`src/rtl/issue_pair_queue.sv`:
```
// Front-end instruction buffer that issues the oldest instruction alone,
// or the oldest two together when they form a legal INT/FP pair.
module issue_pair_queue #(
    parameter int depth_p          = 4,
    parameter int payload_width_p  = 32,
    parameter int reg_addr_width_p = 5,
    parameter int ctr_width_p      = 32
) (
    input  logic                             clk_i,
    input  logic                             reset_i,
    input  logic [1:0]                       enq_v_i,
    output logic                             enq_ready_o,
    input  logic [1:0][payload_width_p-1:0]  enq_payload_i,
    input  logic [1:0][reg_addr_width_p-1:0] enq_rd_i,
    input  logic [1:0][reg_addr_width_p-1:0] enq_rs1_i,
    input  logic [1:0][reg_addr_width_p-1:0] enq_rs2_i,
    input  logic [1:0]                       enq_write_rd_i,
    input  logic [1:0]                       enq_read_rs1_i,
    input  logic [1:0]                       enq_read_rs2_i,
    input  logic [1:0]                       enq_is_fp_i,
    input  logic [1:0]                       enq_is_special_i,
    input  logic                             dual_en_i,
    input  logic                             flush_i,
    output logic [1:0]                       issue_v_o,
    output logic [1:0][payload_width_p-1:0]  issue_payload_o,
    input  logic                             issue_ready_i,
    output logic [ctr_width_p-1:0]           dual_cnt_o
);

    localparam int ptr_w = $clog2(depth_p);
    localparam int cnt_w = $clog2(depth_p + 1);

    typedef logic [ptr_w-1:0]       ptr_t;
    typedef logic [cnt_w-1:0]       cnt_t;
    typedef logic [ctr_width_p-1:0] ctr_t;

    typedef struct packed {
        logic [payload_width_p-1:0]  payload;
        logic [reg_addr_width_p-1:0] rd;
        logic [reg_addr_width_p-1:0] rs1;
        logic [reg_addr_width_p-1:0] rs2;
        logic                        write_rd;
        logic                        read_rs1;
        logic                        read_rs2;
        logic                        is_fp;
        logic                        is_special;
    } entry_t;

    localparam cnt_t enq_lvl = cnt_t'(depth_p - 2);

    entry_t mem [depth_p];
    ptr_t   head_r;
    ptr_t   tail_r;
    cnt_t   count_r;
    ctr_t   dual_r;

    entry_t in_e [2];
    entry_t h0;
    entry_t h1;
    logic   raw;
    logic   waw;
    logic   pair_ok;
    logic   enq_fire;
    cnt_t   enq_n;
    cnt_t   deq_n;

    always_comb begin
        for (int i = 0; i < 2; i++) begin
            in_e[i] = '{
                payload:    enq_payload_i[i],
                rd:         enq_rd_i[i],
                rs1:        enq_rs1_i[i],
                rs2:        enq_rs2_i[i],
                write_rd:   enq_write_rd_i[i],
                read_rs1:   enq_read_rs1_i[i],
                read_rs2:   enq_read_rs2_i[i],
                is_fp:      enq_is_fp_i[i],
                is_special: enq_is_special_i[i]
            };
        end
    end

    assign h0 = mem[head_r];
    assign h1 = mem[head_r + ptr_t'(1)];

    // Register matches are deliberately conservative: x0 and file are ignored.
    assign raw = h0.write_rd
               & ((h1.read_rs1 & (h0.rd == h1.rs1))
               |  (h1.read_rs2 & (h0.rd == h1.rs2)));
    assign waw = h0.write_rd & h1.write_rd & (h0.rd == h1.rd);

    assign pair_ok = (count_r >= cnt_t'(2))
                   & dual_en_i
                   & ~h0.is_special
                   & ~h1.is_special
                   & (h0.is_fp ^ h1.is_fp)
                   & ~raw
                   & ~waw;

    always_comb begin
        issue_v_o = 2'b00;
        priority case (1'b1)
            (flush_i || count_r == '0): issue_v_o = 2'b00;
            pair_ok:                    issue_v_o = 2'b11;
            default:                    issue_v_o = 2'b01;
        endcase
    end

    assign issue_payload_o[0] = h0.payload;
    assign issue_payload_o[1] = h1.payload;

    assign enq_ready_o = (count_r <= enq_lvl);
    assign enq_fire    = enq_v_i[0] & enq_ready_o & ~flush_i;
    assign enq_n       = enq_fire
                       ? (enq_v_i[1] ? cnt_t'(2) : cnt_t'(1))
                       : '0;
    assign deq_n       = issue_ready_i
                       ? cnt_t'(issue_v_o[0]) + cnt_t'(issue_v_o[1])
                       : '0;

    always_ff @(posedge clk_i or posedge reset_i) begin
        if (reset_i) begin
            mem     <= '{default: '0};
            head_r  <= '0;
            tail_r  <= '0;
            count_r <= '0;
        end else if (flush_i) begin
            head_r  <= tail_r;
            count_r <= '0;
        end else begin
            head_r  <= head_r + ptr_t'(deq_n);
            tail_r  <= tail_r + ptr_t'(enq_n);
            count_r <= count_r + enq_n - deq_n;
            if (enq_fire)
                mem[tail_r] <= in_e[0];
            if (enq_fire && enq_v_i[1])
                mem[tail_r + ptr_t'(1)] <= in_e[1];
        end
    end

    always_ff @(posedge clk_i or posedge reset_i) begin
        if (reset_i)
            dual_r <= '0;
        else if (issue_v_o == 2'b11 && issue_ready_i && dual_r != '1)
            dual_r <= dual_r + ctr_t'(1);
    end

    assign dual_cnt_o = dual_r;

    a_enq_lanes: assert property (
        @(posedge clk_i) disable iff (reset_i) enq_v_i != 2'b10
    );

endmodule

```
`config.mk`:
```
export PLATFORM = sky130hd
export DESIGN_NAME = issue_pair_queue
export DESIGN_NICKNAME = d
export VERILOG_FILES = /design/src/rtl/issue_pair_queue.sv
export SDC_FILE = /design/constraint.sdc
export NUM_CORES = 1
export LEC_CHECK = 0
export CAP_MARGIN = 10
export CORE_ASPECT_RATIO = 1.75
export CORE_MARGIN = 2
export CORE_UTILIZATION = 49
export DETAILED_ROUTE_END_ITERATION = 12
export PLACE_DENSITY = 0.84
export SLEW_MARGIN = 10
export SYNTH_ARGS = -nofsm -noshare
export SYNTH_HDL_FRONTEND = slang
export SYNTH_SLANG_ARGS = --single-unit
```
`constraint.sdc`:
```
create_clock -name clk_i -period 17.4 [get_ports clk_i]
set_clock_uncertainty 0.15 [all_clocks]
set_input_delay 4.35 -clock clk_i [delete_from_list [all_inputs] [get_ports clk_i]]
set_output_delay 4.35 -clock clk_i [all_outputs]
set_load 0.03 [all_outputs]
```
After elaboration in Yosys (flattened, before gate mapping) --
Cells that the tools add are included.
Storage, ports and cells: flip-flop bits (word level) 247, bits of input ports 111
Cells by class: $add $sub $neg 8, magnitude comparators 8, equal/unequal tests 5, muxes and demuxes 22, bitwise logic cells 24, reduce and logical (&&, ||, !) cells 7
Operator list (count):
- 208-bit two-way mux | 3
- 208-bit bitwise mux | 2
- 52-bit two-way mux | 6
- 52-bit binary-select mux with 2-bit select | 2
- 52-bit demux with 2-bit select | 2
- 32-bit by 1-bit adder with 32-bit output (second input constant) | 1
- 32-bit inequality test (second input constant) | 1
- 5-bit equality test | 3
- 1-bit bitwise AND | 13
- 3-bit >= comparator (second input constant) | 4
- 2-bit two-way mux | 6
- 2-bit inverter with 3-bit output | 4
- 3-bit by 1-bit less-than comparator with 1-bit output (second input constant) | 2
- 1-bit logical AND | 5
- 1-bit inverter | 5
- 2-bit by 1-bit adder with 2-bit output (second input constant) | 2
- 2-bit adder | 2
- 3-bit by 2-bit adder with 3-bit output | 1
- 3-bit by 2-bit >= comparator with 1-bit output (second input constant) | 1
- 3-bit by 2-bit <= comparator with 1-bit output (second input constant) | 1
- 3-bit logical NOT | 1
- 3-bit two-way mux | 1
- 3-bit by 2-bit subtractor with 3-bit output | 1
- 1-bit by 1-bit adder with 2-bit output | 1
- 4 further kinds | 4

Longest topological paths before layout --
Gate-level depths: netlist (run 1).
depth after elaboration 18, gate-level depth with buffers 16

Least setup slack after synthesis (run 1) --
No wires, ideal clock.
path kind input-to-output, start point in flush_i, end point out issue_v_o[1], arrival time 5273 ps, data required time 12900 ps, slack 7627 ps, cell stages on the path 2, cell sequence nor2_1 -> and3_1
On the way: word-level cells in the longest chain between the ends 2
Ends and longest elaborated chain:
- from (decl) | RTL line 23 | input logic flush_i,
- 1-bit logical OR | RTL line 103 | (flush_i || count_r == '0): issue_v_o = 2'b00;
- 2-bit two-way mux | RTL line 102 | priority case (1'b1)
- to (decl) | RTL line 24 | output logic [1:0] issue_v_o,
Every way passes these cells.

Final worst setup path (run 1) --
Ends and elaborated chain as after synthesis.

==> results.py, run 1 <==
metrics = {
    "placed_design": {
        "port_buffers": 209,
        "place_congestion": 0.816,
        "dp_hpwl_um": 24100,
        "dpl-instance-area_um2": 15100,
    },
    "logic_synthesis": {
        "ys_warn_count": 0,
        "ys_ff_latch": 247,
        "syn-num-nets": 1397,
        "synth.distinct_cells": 44,
        "postSynthCellCount": 1281,
        "syn_avg_cell_area_um2": 10.1,
        "syn_area_um2": 12900,
        "ys_seq_area_frac": 0.480,
    },
    "status": {
        "status": "complete, no violations",
    },
    "clock_tree": {
        "cts_sinks": 247,
        "root_buffer": "clkbuf_16",
        "max-clock-path-buffers": 3,
        "cts_setup_buffers": 0,
        "h-tree-depth": 1,
        "path_clk_slew_ns": 0.06,
        "tritoncts": "done",
        "worstSkewPairLatency_ns": 0.53,
        "ctsResizeCount": 0,
        "numCtsBuffers": 24,
        "ctsHoldBuffers": 0,
    },
    "global_route": {
        "grt_max_degree": 93,
        "grt_pass1_vias": 11900,
        "grt_pass1_wl_um": 63700,
        "antenna_found_initial": 0,
        "grt_overflow": 0,
        "track_usage": 0.290,
    },
    "hold_path": {
        "hold_end": "dual_cnt_o[10]$_DFFE_PP0P_",
        "worstHoldPathType": "reg2reg",
        "hold-path-cell-count": 1,
        "hold_start": "dual_cnt_o[10]$_DFFE_PP0P_",
    },
    "critical_path": {
        "r2r_end": "count_r[2]$_DFF_PP0_",
        "cp_max_fo": 14,
        "crit_required_ns": 12.90,
        "r2r_slack_ns": 12.05,
        "rr_startpoint": "head_r[0]$_DFF_PP0_",
        "rr_worst_depth": 14,
        "cp-start-kind": "primary input",
        "critPathArrivalTime_ns": 6.14,
        "path_class": "in2out",
        "endpoint_kind": "output pin",
    },
    "layout": {
        "final_cell_mix": "nor2_1, dfrtp_1, clkdlybuf4s50_1",
        "final_layout_size_suffix_gt1_frac": 0.104,
        "fillers": 2027,
        "nNetsFinal": 1553,
        "diodes": 0,
        "area_growth_pct": 23.2,
        "mostFrequentLayoutCell": "nor2_1",
        "fin_area_um2": 15900,
    },
    "routing": {
        "drt_iter0_markers": 1044,
        "drtPass1Iterations": 5,
        "highest_layer": "met4",
        "wl_met3_um": 3300,
        "ant_nets": 0,
        "totalWireLength_um": 40300,
        "wl_met2_um": 20700,
        "met1Wirelength_um": 14100,
        "viasPerCell": 6.45,
        "drc": 0,
        "routedWlPerCell_um": 22.8,
        "vias": 11400,
    },
    "floorplanning": {
        "dieHeight_um": 219,
        "initial_utilization": 0.498,
        "die_area_um2": 27700,
        "ios": 210,
        "core-area_um2": 25900,
        "rows": 78,
        "die_x_um": 127,
    },
    "sta": {
        "setup_viol": 0,
        "min_period_ns": 10.64,
        "slew_viol_final": 0,
        "relSlewSlack": 0.264,
        "fmax_ghz": 0.0940,
        "tns_ns": 0,
        "rsz0062_at_grt": "no",
        "finalCritPeriodShare": 0.612,
        "hold_violations": 0,
        "tightest_slew_ns": 1.10,
    },
    "job": {
        "cap_violations": 0,
    },
    "pwr": {
        "vdd_ir_drop_max_v": 0.000167,
        "powerDensity_nw_per_um2": 204,
        "leakage_nw": 6.22,
    },
}
-- metrics by stage --
step / utilization / instances / total power (W) / hold slack, ns / worst slack (ns)
2_1_floorplan: - / 1281 / 0.00214 / 0.310 / 6.11
3_3_place_gp: 0.585 / 1731 / 0.00266 / 0.324 / 6.79
3_5_place_dp: 0.585 / 1731 / 0.00272 / 0.336 / 6.77
4_1_cts: 0.614 / 1769 / 0.00324 / 0.349 / 6.76
5_1_grt: 0.614 / 1769 / 0.00340 / 0.361 / 6.66
6_report: 0.614 / 1769 / 0.00324 / 0.344 / 6.76
-- worst max-delay path by stage --
stage,end,startpoint,cells past startpoint
after floorplan,count_r[0]$_DFF_PP0_,reset_i,1
after global placement,issue_v_o[1],flush_i,4
after detailed placement,issue_v_o[1],flush_i,4
after CTS,issue_v_o[1],flush_i,4
after global routing,issue_v_o[1],flush_i,4
final,issue_v_o[1],flush_i,4
-- registers in the layout, indices dropped and copies added, names as in the netlist --
name	count
mem	208
dual_cnt_o	32
count_r	3
head_r	2
tail_r	2
-- synth_stat cells --
cell type | count | area share
nor2_1 | 434 | 0.13
dfrtp_1 | 247 | 0.48
o22ai_1 | 208 | 0.10
mux4_2 | 82 | 0.14
clkbuf_1 | 58 | 0.017
xnor2_1 | 46 | 0.031
nand4_1 | 24 | 0.012
buf_1 | 21 | 0.0061
nand2_1 | 21 | 0.0061
nand3_1 | 20 | 0.0078
xor2_1 | 16 | 0.011
and3_1 | 11 | 0.0053
inv_1 | 11 | 0.0032
buf_2 | 10 | 0.0039
mux2i_1 | 8 | 0.0062
nor3_1 | 8 | 0.0031
a21oi_1 | 4 | 0.0016
and2_1 | 4 | 0.0019
buf_6 | 4 | 0.0035
a211oi_1 | 3 | 0.0017
and4_1 | 3 | 0.0020
buf_4 | 3 | 0.0017
ha_1 | 3 | 0.0029
nand4b_1 | 3 | 0.0020
nor2b_1 | 3 | 0.0015
a31oi_1 | 2 | 0.00097
and3b_1 | 2 | 0.0014
fa_1 | 2 | 0.0031
nand3b_1 | 2 | 0.0012
nor4_1 | 2 | 0.00097
o21ai_0 | 2 | 0.00078
or3_1 | 2 | 0.00097
a211o_1 | 1 | 0.00068
a21boi_0 | 1 | 0.00058
a22o_1 | 1 | 0.00068
a32oi_1 | 1 | 0.00068
and2_4 | 1 | 0.00068
mux2_1 | 1 | 0.00087
mux2_2 | 1 | 0.00087
nand2b_1 | 1 | 0.00049
nor4b_1 | 1 | 0.00068
o311ai_2 | 1 | 0.0013
o31a_1 | 1 | 0.00068
o32ai_1 | 1 | 0.00068
-- cell type report --
cell class                 count  area [um^2]  area share
timing repair buffer         226         2220       0.140
clock buffer                  34          719      0.0453
inverter                      11         48.8     0.00307
multi-input combinational    927         6280       0.396
tap                          320          400      0.0252
sequential                   247         6190       0.390
clock inverter                 4         20.0     0.00126
-- kinds of logic after synthesis --
group,count (synthesis),share of synthesized area
AOI/OAI and AO/OA,226,0.111
xor gates and xnor gates,62,0.0421
adders and majority gates,5,0.00602
buffers and inverters,107,0.0353
DFF,247,0.480
muxes,92,0.151
and+or+nand+nor,542,0.174
-- metal layers --
| metal | global-route usage | vias up |
|---|---|---|
| met5 | 0 | - |
| met4 | 0.170 | 0 |
| met3 | 0.0450 | 165 |
| met2 | 0.500 | 661 |
| met1 | 0.343 | 5653 |
| li1 | - | 4935 |
-- worst max-delay path, cell delays in order --
cell             delay, ns
clkdlybuf4s50_1       0.64
nor2_1                0.29
and3_1                0.19
clkdlybuf4s50_1       0.67
-- power by group --
part           switching [W]  internal [W]  total, W
Clock               0.000223      0.000284  0.000507
Combinational       0.000890      0.000772   0.00166
Sequential          0.000242      0.000826   0.00107
(Power assumes the default switching activity.)
==> run 2, diff against run 1 <==
clock period = 10.31 ns   (was 17.4 ns; I/O delays follow)
==> run 2 against run 1 <==
Register-to-register slack got worse by 7.0 ns. Cell count rose by 0.40%. Wire length rose by 0.29%. Die area did not move. Critical path type is now reg2out. Design area rose by 0.87%. Core utilization rose by 0.54 points. Total power rose by 73%. Hold slack got worse by 0.0053 ns. Sequential share of layout area fell by 0.34 points.
==> results.py, run 2 (same netlist as run 1, synthesis figures left out) <==
metrics = {
    "critical_path": {
        "r2r_slack_ns": 5.04,
        "cp_slowest_cell": "dfrtp_4",
        "cp_max_fo": 60,
        "crit_required_ns": 7.58,
        "max_stage_delay_ns": 0.93,
        "critPathArrivalTime_ns": 5.07,
        "rr_worst_depth": 14,
        "cp-start-kind": "flip-flop",
        "path_class": "reg2out",
        "worstPathCellList": "buf_4 > mux4_2 > xor2_1 > nor4_1 > nand4_1 > and3b_1 > buf_4 > and3_1 > clkdlybuf4s50_1",
        "endpoint_kind": "output pin",
        "crit_top_cell": "buf_4",
    },
    "hold_path": {
        "worstHoldPathType": "reg2reg",
        "hold-path-cell-count": 1,
    },
    "sta": {
        "setup_viol": 0,
        "fmax_ghz": 0.128,
        "finalCritPeriodShare": 0.756,
        "hold_violations": 0,
        "rsz0062_at_grt": "no",
        "min_period_ns": 7.79,
        "tns_ns": 0,
        "tightest_slew_ns": 1.09,
        "slew_viol_final": 0,
        "relSlewSlack": 0.276,
    },
    "layout": {
        "fillers": 1976,
        "multi_input_area_um2": 6280,
        "nNetsFinal": 1554,
        "registers.top_by_ff_count": "mem",
        "fin_cells": 1776,
        "final_layout_size_suffix_gt1_frac": 0.109,
        "mostFrequentLayoutCell": "nor2_1",
        "regArea_um2": 6190,
        "final_cell_mix": "nor2_1, dfrtp_1, clkdlybuf4s50_1",
        "largest_register_ffs": 208,
        "diodes": 0,
        "area_growth_pct": 24.3,
        "fin_util": 0.619,
    },
    "global_route": {
        "grt_pass1_vias": 12100,
        "grt_overflow": 0,
        "antenna_found_initial": 2,
        "grt_pass1_wl_um": 63700,
        "track_usage": 0.289,
        "grt_max_degree": 97,
    },
    "routing": {
        "drc": 0,
        "viasPerCell": 6.51,
        "totalWireLength_um": 40400,
        "routedWlPerCell_um": 22.7,
        "vias": 11600,
        "ant_nets": 0,
        "drt_iter0_markers": 1225,
        "drtPass1Iterations": 6,
    },
    "placed_design": {
        "place_inst": 1732,
        "dp_hpwl_um": 23900,
        "place_congestion": 0.818,
        "port_buffers": 209,
    },
    "floorplanning": {
        "ios": 210,
        "dieHeight_um": 219,
        "die_x_um": 127,
        "die_area_um2": 27700,
        "rows": 78,
        "core-area_um2": 25900,
        "initial_utilization": 0.498,
    },
    "clock_tree": {
        "ctsHoldBuffers": 0,
        "max-clock-path-buffers": 3,
        "path_clk_slew_ns": 0.07,
        "worstSkewPairLatency_ns": 0.54,
        "root_buffer": "clkbuf_16",
        "h-tree-depth": 1,
        "numCtsBuffers": 24,
        "ctsResizeCount": 0,
        "cts_sinks": 247,
        "cts_setup_buffers": 0,
        "tritoncts": "done",
    },
    "pwr": {
        "powerDensity_nw_per_um2": 349,
        "leakage_nw": 6.29,
        "vdd_ir_drop_max_v": 0.000245,
        "total_power_w": 0.00559,
    },
    "job": {
        "cap_violations": 0,
    },
    "status": {
        "status": "complete, no violations",
    },
}
-- run 2: changes by cell type in the layout (fill, tap and decap cells not counted), sizes merged --
cell	change
clkinv	+2
buf	+1
bufinv	+4
clkbuf	-1
clkinvlp	+1
-- run 2: final timing paths --
path	startpoint	end
worst max-delay path	head_r[0]$_DFF_PP0_	issue_v_o[1]
worst min-delay path	dual_cnt_o[10]$_DFFE_PP0P_	dual_cnt_o[10]$_DFFE_PP0P_
worst max register to register	head_r[0]$_DFF_PP0_	count_r[2]$_DFF_PP0_
worst min register to register	dual_cnt_o[10]$_DFFE_PP0P_	dual_cnt_o[10]$_DFFE_PP0P_
max in group asynchronous	reset_i	head_r[1]$_DFF_PP0_
min in group asynchronous	reset_i	mem[112]$_DFFE_PP0N_
-- run 2: routing by layer --
layer | share of wire | wire length, um | GRT usage | up-vias
met2 | 0.51 | 20500 | 0.494 | 822
met5 | 0.00064 | 26 | 0 | -
met4 | 0.055 | 2240 | 0.163 | 4
met3 | 0.10 | 4190 | 0.0558 | 176
li1 | - | - | - | 4933
met1 | 0.33 | 13500 | 0.341 | 5634
-- run 2: layout make-up --
class                           count  area share
Clock buffer                       33      0.0441
Timing Repair Buffer              227       0.139
Sequential cell                   247       0.386
Multi-Input combinational cell    927       0.392
Inverter                           11     0.00305
Tap cell                          320      0.0250
Clock inverter                     11      0.0103
-- run 2: power breakdown --
group	internal (W)	total (W)	leakage, nW	switching [W]
Clock	0.000581	0.000975	0.428	0.000395
Combinational	0.00130	0.00282	3.02	0.00152
Sequential	0.00139	0.00180	2.84	0.000402
-- run 2: metrics by stage --
| step | hold slack, ns | setup WS [ns] | cell area (um^2) |
|---|---|---|---|
| 2_1_floorplan | 0.310 | 0.796 | 12900 |
| 3_3_place_gp | 0.323 | 3.20 | 15100 |
| 3_5_place_dp | 0.334 | 3.12 | 15100 |
| 4_1_cts | 0.342 | 2.54 | 16000 |
| 5_1_grt | 0.365 | 2.22 | 16000 |
| 6_report | 0.339 | 2.52 | 16000 |
-- run 2: critical path: cells and delay by family (launching register included) --
kind          cells  cell delay, ns
buf+inv           3            1.73
flops             1            0.93
simple gates      4            0.87
xor+xnor          1            0.19
mux               1            0.65
